## config.mk

```make
export PLATFORM = sky130hd
export DESIGN_NAME = fir_output_requant
export DESIGN_NICKNAME = d
export VERILOG_FILES = /design/src/rtl/fir_output_requant.sv
export SDC_FILE = /design/constraint.sdc
export NUM_CORES = 1
export LEC_CHECK = 0
export BUFFER_PORTS_ARGS = -buffer_cell sky130_fd_sc_hd__buf_2
export CORE_MARGIN = 2
export CORE_UTILIZATION = 52
export DETAILED_ROUTE_END_ITERATION = 16
export GPL_TIMING_DRIVEN = 1
export HOLD_SLACK_MARGIN = 0.12
export MAX_ROUTING_LAYER = met4
export PLACE_DENSITY = 0.71
export SETUP_SLACK_MARGIN = 0.05
export SYNTH_ARGS = -nofsm -noshare
export SYNTH_HDL_FRONTEND = slang
export SYNTH_SLANG_ARGS = --single-unit
```

## constraint.sdc

```tcl
create_clock -name clk -period 8.69 [get_ports clk]
set_input_delay 0.4345 -clock clk [delete_from_list [all_inputs] [get_ports clk]]
set_output_delay 0.4345 -clock clk [all_outputs]
set_load 0.05 [all_outputs]
```

## src/rtl/fir_output_requant.sv

```systemverilog
// fir_output_requant: sink side of the FIR datapath.
// Drops fill samples, rounds/saturates to OUT_W and buffers in a FWFT FIFO.
module fir_output_requant #(
    parameter int IN_W  = 32,
    parameter int OUT_W = 16,
    parameter int SHIFT = 15,
    parameter int SKIP  = 8,
    parameter int DEPTH = 8
) (
    input  logic                     clk,
    input  logic                     rst,
    input  logic                     clr,
    input  logic                     in_valid,
    input  logic [IN_W-1:0]          in_data,
    output logic                     out_valid,
    input  logic                     out_ready,
    output logic [OUT_W-1:0]         out_data,
    output logic [$clog2(DEPTH):0]   level,
    output logic                     drop,
    output logic                     sat_seen,
    output logic                     ovf_seen
);

    localparam int AW = $clog2(DEPTH);
    localparam int LW = AW + 1;
    localparam int CW = (SKIP > 0) ? $clog2(SKIP + 1) : 1;

    localparam logic ST_SETTLE = 1'b0;
    localparam logic ST_RUN    = 1'b1;
    localparam logic ST_INIT   = (SKIP == 0) ? ST_RUN : ST_SETTLE;

    localparam logic signed [IN_W:0] HALF = (IN_W + 1)'(1) << (SHIFT - 1);
    localparam logic signed [IN_W:0] MAXV = (IN_W + 1)'((1 << (OUT_W - 1)) - 1);
    localparam logic signed [IN_W:0] MINV = -MAXV - (IN_W + 1)'(1);

    logic              state;
    logic [CW-1:0]     skip_cnt;
    logic              take;

    logic signed [IN_W:0] t;
    logic signed [IN_W:0] q;
    logic [OUT_W-1:0]  sat_val;
    logic              clamp;

    logic              s1_valid;
    logic [OUT_W-1:0]  s1_data;

    logic [OUT_W-1:0]  mem [DEPTH];
    logic [AW-1:0]     wptr;
    logic [AW-1:0]     rptr;
    logic [OUT_W-1:0]  last_q;
    logic              full;
    logic              pop;
    logic              wr;

    assign take = in_valid & (state == ST_RUN);

    assign t = $signed({in_data[IN_W-1], in_data}) + HALF;
    assign q = t >>> SHIFT;

    // Clamp the shifted value into the signed OUT_W range.
    always_comb begin
        clamp   = 1'b0;
        sat_val = q[OUT_W-1:0];
        if (q > MAXV) begin
            clamp   = 1'b1;
            sat_val = MAXV[OUT_W-1:0];
        end else if (q < MINV) begin
            clamp   = 1'b1;
            sat_val = MINV[OUT_W-1:0];
        end
    end

    // Count and discard pipeline-fill samples before entering RUN.
    always_ff @(posedge clk or negedge rst) begin
        if (!rst) begin
            state    <= ST_INIT;
            skip_cnt <= '0;
        end else if (clr) begin
            state    <= ST_INIT;
            skip_cnt <= '0;
        end else if (state == ST_SETTLE && in_valid) begin
            if (skip_cnt == CW'(SKIP - 1)) begin
                state    <= ST_RUN;
                skip_cnt <= '0;
            end else begin
                skip_cnt <= skip_cnt + CW'(1);
            end
        end
    end

    // Stage 1: register the requantised sample and note any clamping.
    always_ff @(posedge clk or negedge rst) begin
        if (!rst) begin
            s1_valid <= 1'b0;
            s1_data  <= '0;
            sat_seen <= 1'b0;
        end else if (clr) begin
            s1_valid <= 1'b0;
            sat_seen <= 1'b0;
        end else begin
            s1_valid <= take;
            if (take) begin
                s1_data <= sat_val;
            end
            if (take && clamp) begin
                sat_seen <= 1'b1;
            end
        end
    end

    assign out_valid = (level != '0);
    assign full      = (level == LW'(DEPTH));
    assign pop       = out_valid & out_ready;
    assign wr        = s1_valid & (~full | pop);
    assign out_data  = out_valid ? mem[rptr] : last_q;

    // FIFO storage; a full FIFO only accepts a write alongside a pop.
    always_ff @(posedge clk) begin
        if (wr && !clr) begin
            mem[wptr] <= s1_data;
        end
    end

    // FIFO pointers, occupancy, last-head hold and overflow flags.
    always_ff @(posedge clk or negedge rst) begin
        if (!rst) begin
            wptr     <= '0;
            rptr     <= '0;
            level    <= '0;
            last_q   <= '0;
            drop     <= 1'b0;
            ovf_seen <= 1'b0;
        end else if (clr) begin
            wptr     <= '0;
            rptr     <= '0;
            level    <= '0;
            drop     <= 1'b0;
            ovf_seen <= 1'b0;
        end else begin
            if (wr) begin
                wptr <= wptr + AW'(1);
            end
            if (pop) begin
                rptr   <= rptr + AW'(1);
                last_q <= mem[rptr];
            end
            unique case ({wr, pop})
                2'b10:   level <= level + LW'(1);
                2'b01:   level <= level - LW'(1);
                default: level <= level;
            endcase
            drop <= s1_valid & ~wr;
            if (s1_valid && !wr) begin
                ovf_seen <= 1'b1;
            end
        end
    end

endmodule
```

### After elaboration in Yosys (flattened, before gate mapping)

Memory sizes are Yosys's and may differ from the RTL's.
Index checks and enable logic that the tools add are counted.
Widths: inputs -> output; s select.

* logic and storage cells: 75
* memories kept: 1
* bits in writable memories: 128
* register bits: 51
* output and inout port bits: 24

Memories
* mem: depth 8, bits a word 16, rd ports 1, clocked after memory_dff 0, wr ports 1, RTL line 48 `logic [OUT_W-1:0] mem [DEPTH];`

* multiplexer cells: 25
* equality and inequality tests: 4
* bitwise gates (word level): 9
* add/sub/neg operators: 6
* magnitude comparators: 2
* reductions and logical operators: 17

Operators by type and width (count)
* $mux 16: 3
* $add 32x16->33 const B: 1
* $gt 18x16->1 const B: 1
* $lt 18x16->1 const B: 1
* $mux 4: 4
* $mux 1: 13
* $mux 3: 4
* $reduce_bool 2->1: 6
* $add 4x1->4 const B: 2
* $pmux 4 s2: 1
* $add 3x1->3 const B: 2
* $reduce_and 2->1: 3
* $and 1x1->1: 4
* $eq 4x3->1 const B: 1
* $eq 4x4->1 const B: 1
* $logic_and 1x1->1: 4
* $not 1->1: 4
* $reduce_bool 4->1: 1
* $sub 4x1->4 const B: 1
* $reduce_bool 3->1: 1
* $eq 2x1->1 const B: 1
* $eq 2x2->1 const B: 1
* $logic_not 1->1: 2
* $or 1x1->1: 1

### Depth between registers and ports, before layout

* depth in word-level cells: 8
* mapped depth: 12

### Least setup slack after synthesis

Ideal clock, no wire load.

* kind: reg2reg
* start: register level[0]
* end: memory mem[0][0] (enable)
* stages on the path, launching flop included: 6
* path slack: 5.515 ns
* setup time: 0.409 ns
* buffers on the path: 0
* arrival time: 2.765 ns
* path through: dfrtp_1 nor3_1 nand2_1 o21ai_0 or3_1 nor3_1

* cells in the longest elaborated chain, start to end: 7

Ends and longest elaborated chain
* start: declaration: RTL line 18 `output logic [$clog2(DEPTH):0] level,`
* start signal: assignment: RTL line 149 `2'b10: level <= level + LW'(1);`
* start signal: assignment: RTL line 150 `2'b01: level <= level - LW'(1);`
* start signal: assignment: RTL line 151 `default: level <= level;`
* $reduce_bool 4->1 / $eq 4x4->1 (equally long branches): RTL line 112, 113
* $and 1x1->1 / $not 1->1 (equally long branches): RTL line 114, 115
* $or 1x1->1 *: RTL line 115 `assign wr = s1_valid & (~full | pop);`
* $and 1x1->1 *: RTL line 115
* $logic_and 1x1->1 *: RTL line 120 `if (wr && !clr) begin`
* $mux 1 *: RTL line 120
* $mux 1 (implied by the code) *: RTL line 121 `mem[wptr] <= s1_data;`
* end: declaration: RTL line 48

Mark *: on every way between the ends. The rest lies on a longest branch, timed or not.

### Final worst setup path

* start: register level[0]
* end: register level[3]

* cells in the longest elaborated chain, start to end: 7

Ends and longest elaborated chain
* $reduce_bool 4->1 / $eq 4x4->1 (equally long branches): RTL line 112, 113
* $and 1x1->1 / $not 1->1 (equally long branches): RTL line 114, 115
* $or 1x1->1: RTL line 115
* $and 1x1->1: RTL line 115
* $eq 2x1->1 / $eq 2x2->1 (equally long branches): RTL line 148 `unique case ({wr, pop})`
* $pmux 4 s2: RTL line 148
* $mux 4: RTL line 134 `end else if (clr) begin`

Parallel ways exist; a longest one is shown, timed or not.
A chain may end at the register's enable or synchronous reset.

==> results.md <==
- Status: finished, final reports clean
- Crit path max fanout: 36
- Peak supply drop: between 0.0001 and 0.00015 V
- CP max stage delay: between 700 and 800 ps
- Post-CTS Resized: 0
- Worst Path Required: 8970 ps
- Initial antenna violation count: 0
- Synthesized area: 7550 sq um
- Post-synth EDFFs: 128
- Vias per cell: 5.62
- Cell family contributing the most delay on the critical path: simple AND/OR/NAND/NOR gates
- CTS max path bufs: 2
- LEAKAGE: ~2.7 nW
- Vias in the first global route: 4090
- Crit end category: flip-flop
- DRC errors left: 0
- Largest net degree at the start of global routing: 52
- Async SR Flop Fraction: ~28%
- Clock power share: 33.0%
- Period utilization: 42.0%
- Final WL: between 10 and 15 mm
- ANT cells: 0
- Fin crit period: around 3700 ps
- Core area: ~14000 sq um
- Synth Net Count: between 500 and 600
- Switching power share of the total: a little under a third
- Critical R2R Capture: level[3]
- Routed length per placed instance: 18.2 um
- CP Launch Type: flip-flop
- Type of the most critical hold path: input pin to asynchronous set/reset pin
- Final Net Count: 579
- Remaining Overflow, GRT: 0
- Setup ws final: ~5000 ps
- CTS root buf: clkbuf_16
- First-pass GRT wire length: 21.5 mm
- Synth warn: 0
- Critical Path AT: between 3000 and 4000 ps
- Ratio of cells with drive above 1 in the final layout: between 20% and 30%
- Final ANT Viol Nets: 0
- Synth area leader: edfxtp_1
- Hold Buf Count CTS: 0
- Setup Viol. Count Final: 0
- CTS Buf Count: 17
- Pint: 1.50 mW
- Synth top area share: 50.9%
- Buf/Inv on CP: 0
- Detailed-router iteration count before antenna repair: 4
- Max-cap violations: 0
- Cell Rows: 44
- Least-Margin Pin Slew: 1200 ps
- Worst path slowest cell: nand2b_1
- Gate Count Post-Synth: 493
- Sum Neg Setup Slack: 0 ps
- Library cells used by synthesis: between 40 and 50
- Max-slew headroom: 19.7%
- Comb pwr share: around 22%
- Slew Viols, Final: 0
- Die Area: 15500 sq um
- RSZ-0062 raised after global routing: false
- Most common cell after layout, fill and taps aside: edfxtp_1
- DP HPWL: 8.36 mm
- Clock latency on the worst-skew pair: just over 400 ps
- Commonest non-fill, non-tap cells in the layout: edfxtp_1 (128), nor2_1 (69), dfrtp_1 (50), buf_2 (46), a21oi_1 (38)
- DP Cell Count: 700
- Die height: 124 um
- Fill count: roughly 1100
- Synth area leaders: edfxtp_1 (51%), dfrtp_1 (17%), mux4_2 (9.6%), nor2_1 (3.8%), a21oi_1 (2.5%)
- Placer Congestion: 0.739
- Main synth FF type: edfxtp_1
- Tot Pwr: 2.16 mW
- Post-CTS Setup Bufs: 0
- Vias: 4113
- Power Density: 255 nW/um^2
- Sequential fraction of design power: between 40 and 50%
- Ports: 61
- H-tree levels: 4
- Initial DRC count: between 200 and 300
- Starting Density: 52.5%
- P&R area growth vs syn: 12.3%
- Synth Area per Inst: between 15 and 20 sq um
- Die X: 124 um
- TritonCTS Sinks: around 180
- Reg-to-reg slack, setup: 5040 ps
- FF+latch count, synth: 179
- Hold Vio Cnt, Final: 0
- F_max: 0.274 GHz
- Clock Skew: 6.61 ps
- Port Buffer Count: 46
- Sequential share of the synthesized area: 67.8%
- Gr usage total: 18.7%
- Crit Path Category: flip-flop to flip-flop
- Cells along the critical path: nor3_1 > nand2b_1 > nand2_1 > nor2_1 > ha_1 > a21o_1 > a21oi_1 > nor2_1 > a31oi_1 > o22a_1 > a21oi_1
- Non-filler instance count after layout: roughly 730
- Worst r2r path cells: 11
- Pre-CTS setup slack: 5090 ps
- Reg clk slew, reported paths: ~70 ps
- FF-to-FF Start: level[0]
- Switching Power: between 0.6 and 0.7 mW
- CTS tree: yes
==> cell usage after synthesis (2+ instances only) <==
library cell,number
nand2b_1,6
clkbuf_1,15
nor2b_1,2
xor2_1,9
ha_1,6
mux2_2,3
a21oi_1,38
dfrtp_1,51
buf_2,5
nand2_1,20
inv_1,4
o22a_1,15
xnor2_1,11
or2_2,2
o21ai_0,5
nand4_4,2
buf_6,2
nor2_1,76
mux4_2,32
nor3_1,6
edfxtp_1,128
a21o_1,2
nand4_1,3
mux2i_1,18
buf_1,2
nand3_1,10
or3_1,3
==> worst max path at each step <==
stage	from	end	cells past startpoint
after global routing	level[0]	level[3]	11
after CTS	level[0]	level[3]	11
after floorplan	level[0]	mem[0][0]	5
final	level[0]	level[3]	11
after global placement	level[0]	level[3]	11
after detailed placement	level[0]	level[3]	11
==> power groups by stage <==
stage               clock (mW)  combinational (mW)  sequential [mW]
global placement             0               0.462            0.998
detailed placement           0               0.471             1.00
global route             0.764               0.507            0.990
finish                   0.714               0.465            0.984
floorplan                    0               0.362             1.02
CTS                      0.724               0.473            0.984
==> state kept, by name (all words and copies together) (netlist names) <==
name	flops
s1_valid	1
last_q	16
sat_seen	1
drop	1
ovf_seen	1
rptr	3
state	1
s1_data	16
level	4
wptr	3
skip_cnt	4
mem	128
==> per-layer routing <==
metal  track usage [%]  wire length, um  share of wire, %  up-vias
li1                  -                -                 -     1950
met3              3.95              659               4.9       15
met1              24.8             5880                44     2055
met4              5.88              163               1.2        0
met2              29.4             6610                50       93
met5                 -                0                 0        -
==> per-stage QoR <==
| stage | util (%) | area [sq um] | hold slack, ps |
|---|---|---|---|
| floorplan | - | 7550 | 139 |
| CTS | 59.0 | 8480 | 150 |
| detailed placement | 55.2 | 7930 | 485 |
| finish | 59.0 | 8480 | 129 |
| global route | 59.0 | 8480 | 189 |
| global placement | 55.2 | 7930 | 477 |
==> final cells by class <==
| class | instances | area (sq um) | share of cell area [%] |
|---|---|---|---|
| sequential | 179 | 5120 | 60.4 |
| multi-input combinational | 283 | 2300 | 27.2 |
| clock buffer | 20 | 447 | 5.27 |
| timing repair buffer | 49 | 253 | 2.98 |
| tap | 184 | 230 | 2.72 |
| clock inverter | 12 | 105 | 1.24 |
| inverter | 5 | 18.8 | 0.221 |
==> cell families (layout without fill, tap and decap cells) <==
group / Yosys count / after routing / share of synthesized area (%)
compound gates: 67 / 67 / 5.55
xor+xnor: 20 / 20 / 2.32
fa+ha+maj: 7 / 7 / 1.26
buf+inv: 31 / 86 / 2.17
flops: 179 / 179 / 67.8
mux: 53 / 53 / 12.4
simple gates: 136 / 136 / 8.46
Power figures use the tool's default switching activity.
